File: src/rtl/assignment_2.sv
// assignment_2: WIDTH-bit ripple-carry adder built from full-adder cells.
// Combinational Sum/Cout plus a registered copy captured on en.
// Optional build macro: CARRY_COUNT_EN adds a saturating 16-bit carry-out counter.
module assignment_2 #(
  parameter int unsigned WIDTH = 1
) (
  input  logic             clk,
  input  logic             rst_n,
  input  logic [WIDTH-1:0] A,
  input  logic [WIDTH-1:0] B,
  input  logic             Cin,
  input  logic             en,
  output logic [WIDTH-1:0] Sum,
  output logic             Cout,
  output logic [WIDTH-1:0] sum_q,
  output logic             cout_q,
  output logic             valid_q
`ifdef CARRY_COUNT_EN
  ,
  output logic [15:0]      carry_cnt
`endif
);

  logic [WIDTH:0]   c;
  logic [WIDTH-1:0] s;

  assign c[0] = Cin;

  // Chain of full-adder cells; carry ripples from bit 0 upward.
  for (genvar i = 0; i < WIDTH; i++) begin : g_fa
    assign s[i]   = A[i] ^ B[i] ^ c[i];
    assign c[i+1] = (A[i] & B[i]) | (A[i] & c[i]) | (B[i] & c[i]);
  end

  assign Sum  = s;
  assign Cout = c[WIDTH];

  // Capture register: sync reset wins over en; valid pulses for one cycle per capture.
  always_ff @(posedge clk) begin
    if (!rst_n) begin
      sum_q   <= '0;
      cout_q  <= 1'b0;
      valid_q <= 1'b0;
    end else if (en) begin
      sum_q   <= Sum;
      cout_q  <= Cout;
      valid_q <= 1'b1;
    end else begin
      valid_q <= 1'b0;
    end
  end

`ifdef CARRY_COUNT_EN
  localparam int unsigned CNT_W   = 16;
  localparam logic [CNT_W-1:0] CNT_MAX = '1;

  logic [CNT_W-1:0] cnt;

  // Count enabled carry-outs, sticking at all-ones instead of wrapping.
  always_ff @(posedge clk) begin
    if (!rst_n) begin
      cnt <= '0;
    end else if (en && Cout && (cnt != CNT_MAX)) begin
      cnt <= cnt + CNT_W'(1);
    end
  end

  assign carry_cnt = cnt;
`endif

endmodule

File: config.mk
export PLATFORM = sky130hd
export DESIGN_NAME = assignment_2
export DESIGN_NICKNAME = d
export VERILOG_FILES = /design/src/rtl/assignment_2.sv
export SDC_FILE = /design/constraint.sdc
export NUM_CORES = 1
export LEC_CHECK = 0
export BUFFER_PORTS_ARGS = -buffer_cell sky130_fd_sc_hd__buf_2
export CAP_MARGIN = 15
export CORE_AREA = 2 2 39 41
export CTS_CLUSTER_DIAMETER = 80
export DETAILED_ROUTE_END_ITERATION = 8
export DIE_AREA = 0 0 41 43
export PLACE_DENSITY = 0.3
export SETUP_SLACK_MARGIN = 0.1
export SLEW_MARGIN = 20
export SYNTH_ARGS = -nofsm -noshare
export SYNTH_HDL_FRONTEND = slang
export SYNTH_SLANG_ARGS = --single-unit
export TNS_END_PERCENT = 30
File: constraint.sdc
create_clock -name clk -period 1.1 [get_ports clk]
set_clock_uncertainty 0.15 [all_clocks]
set_input_delay 0.055 -clock clk [delete_from_list [all_inputs] [get_ports clk]]
set_output_delay 0.055 -clock clk [all_outputs]
set_load 0.02 [all_outputs]
==> impl_metrics.tcl <==
set metrics [dict create \
    outcome "finished, final reports clean" \
    fmaxAchievable_ghz 0.955 \
    grt_max_degree 4 \
    wire_per_inst_um 7.67 \
    irDropWorstVdd_mv 0.517 \
    yosysSeqAreaShare_pct 50.0 \
    path_max_fanout 2 \
    synthDominantCellAreaShare_pct 50.0 \
    powerDensity_mw_per_mm2 1540 \
    maxSlewViolCount 0 \
    drt_pass1_iterations 2 \
    diodes 0 \
    dpl_cell_area_um2 193 \
    synth.distinct_cells 5 \
    cts_tree "built" \
    drc 0 \
    ys_warn_count 0 \
    clockBufferDepth 2 \
    numCtsBuffers 3 \
    final_cell_area_um2 265 \
    synth_top_family_by_area "simple AND/OR/NAND/NOR gates" \
    synthesis.nets 16 \
    grt_pass1_wl_um 489 \
    ys_ff_latch 3 \
    r2r_slack_ps 350 \
    holdWs_ps 132 \
    grt_pass1_vias 134 \
    drtIter0Drc 1 \
    crit_type "input port to output port" \
    maxCapViolations 0 \
    rsz0062_at_grt "yes" \
    critPathArrivalTime_ps 840 \
    fin_util_pct 19.2 \
    netlist_area_um2 120 \
    io_buffers 10 \
    die_w_um 41 \
    worstMarginPinSlew_ps 137 \
    synth_fa_ha_area_share_pct 16.7 \
    gpl.final_weighted_congestion 0.492 \
    die-area_mm2 0.00176 \
    grt.overflow.total 0 \
    stdcell_count 42 \
    path_cells "buf_6 -> fa_2 -> buf_6" \
    synth-simple-area-share_pct 16.7 \
    setup_tns_ps 0 \
    drt_wl_total_um 322 \
    p_leak_nw 0.127 \
    num-nets-final 34 \
    placedCellCount 35 \
    hold_viol 0 \
    synthXorXnorAreaFrac_pct 0 \
    routed_via_density 3.05 \
    clock_latency_ps 230 \
    slowest_delay_ps 570 \
    crit_start "A" \
    regToRegEndpoint "cout_q" \
    synthTopCellsByArea "dfxtp_1, fa_1, mux2i_1" \
    crit_path_start_kind "input port" \
    clk_pin_slew_ps 40 \
    yosysTopAreaCell "dfxtp_1" \
    via_count 128 \
    cts_htree_levels 1 \
    timing.critical_path.mode_cell "buf_6" \
    crit_path_end "Sum" \
    slowest_stage "fa_2" \
    grtUsageTotal_pct 5.51 \
    clock_sinks 3 \
    start_util_pct 8.68 \
    fin_crit_sh_pct 95.2 \
    final-setup-viol-count 0 \
    critical_path.endpoint_type "output port" \
    synth_compound_area_share_pct 0 \
    ant_nets 0 \
    hold_path.class "input port to register" \
    synth_area_per_cell_um2 13.3 \
    core_mm2 0.00138 \
    fin_crit_ps 1050 \
    rows 14 \
    syn_inst 9 \
    slew_headroom_pct 90.6 \
    synth.area.mux_share_pct 16.7 \
    drive_gt1_share_pct 61.5 \
    required_ps 890 \
    syn2layout_area_growth_pct 121 \
    die_h_um 43 \
    antenna_found_initial 0 \
    crit-reg2reg-launch "cout_q" \
    ioPinCount 11 \
    r2r_cells 2 \
    root_buffer "clkbuf_4" \
]
kinds of logic (layout without fill, tap and decap cells):
logic type | after synthesis | after routing
and+or+nand+nor | 3 | 3
muxes | 2 | 2
adders and majority gates | 1 | 1
buffers and inverters | 0 | 17
DFF | 3 | 3
stage by stage:
stage | setup slack [ps] | total power [W]
after floorplan | 24.3 | 0.000168
after CTS | 58.4 | 0.000417
after global placement | -18.7 | 0.000195
after detailed placement | -29.7 | 0.000195
final | 52.9 | 0.000409
after global routing | 22.4 | 0.000449
cell usage in the layout (no fill, tap or decap), drive strengths merged:
cell | Yosys | final
dlygate4sd3 | 0 | 2
dfxtp | 3 | 3
mux2i | 2 | 2
nor2b | 2 | 2
and2 | 1 | 1
clkbuf | 0 | 4
fa | 1 | 1
buf | 0 | 11
state kept, by name, indices dropped and copies added (netlist names):
| name | flops |
|---|---|
| valid_q | 1 |
| cout_q | 1 |
| sum_q | 1 |
area by class of cell:
| cell class | instances | area (µm²) |
|---|---|---|
| Multi-Input combinational cell | 6 | 62.6 |
| Clock buffer | 4 | 26.3 |
| Sequential cell | 3 | 60.1 |
| Timing Repair Buffer | 13 | 96.3 |
| Fill cell | 153 | 1120 |
| Tap cell | 16 | 20.0 |
per-layer routing:
metal,vias up,routed length (µm),GRT usage (%)
met2,13,110,5.31
met4,0,0,6.00
met5,-,0,0
met3,0,96,9.42
li1,62,-,-
met1,53,116,3.51
report_power, final:
group	internal [W]	leakage, nW	switching, W
clock network	0.000136	0.0150	0.0000548
registers	0.000117	0.0249	0.00000274
logic	0.0000532	0.0870	0.0000451
critical path: cells and delay by family:
kind       cells  cell delay, ps
fa+ha+maj      1             570
buf+inv        2             210
how the worst min path moves through the flow:
stage | start | end | depth (start not counted)
after floorplan | rst_n | cout_q | 1
after detailed placement | rst_n | cout_q | 2
final | Cin | cout_q | 4
after CTS | Cin | cout_q | 4
after global routing | Cin | cout_q | 4
after global placement | rst_n | sum_q | 2
synth_stat cells:
master and n:
dfxtp_1 3, mux2i_1 2, nor2b_1 2, and2_2 1, fa_1 1
repair_timing:
action                                  4_1_cts  5_1_grt
pin swaps                                     1        1
endpoints found under the setup margin        1        2
hold buffers                                  2        0
buffers inserted                              1        0
gates resized for setup                       3        1
gates cloned                                  0        0
hold endpoints to repair                      3        0
Power figures use the tool's default switching activity.
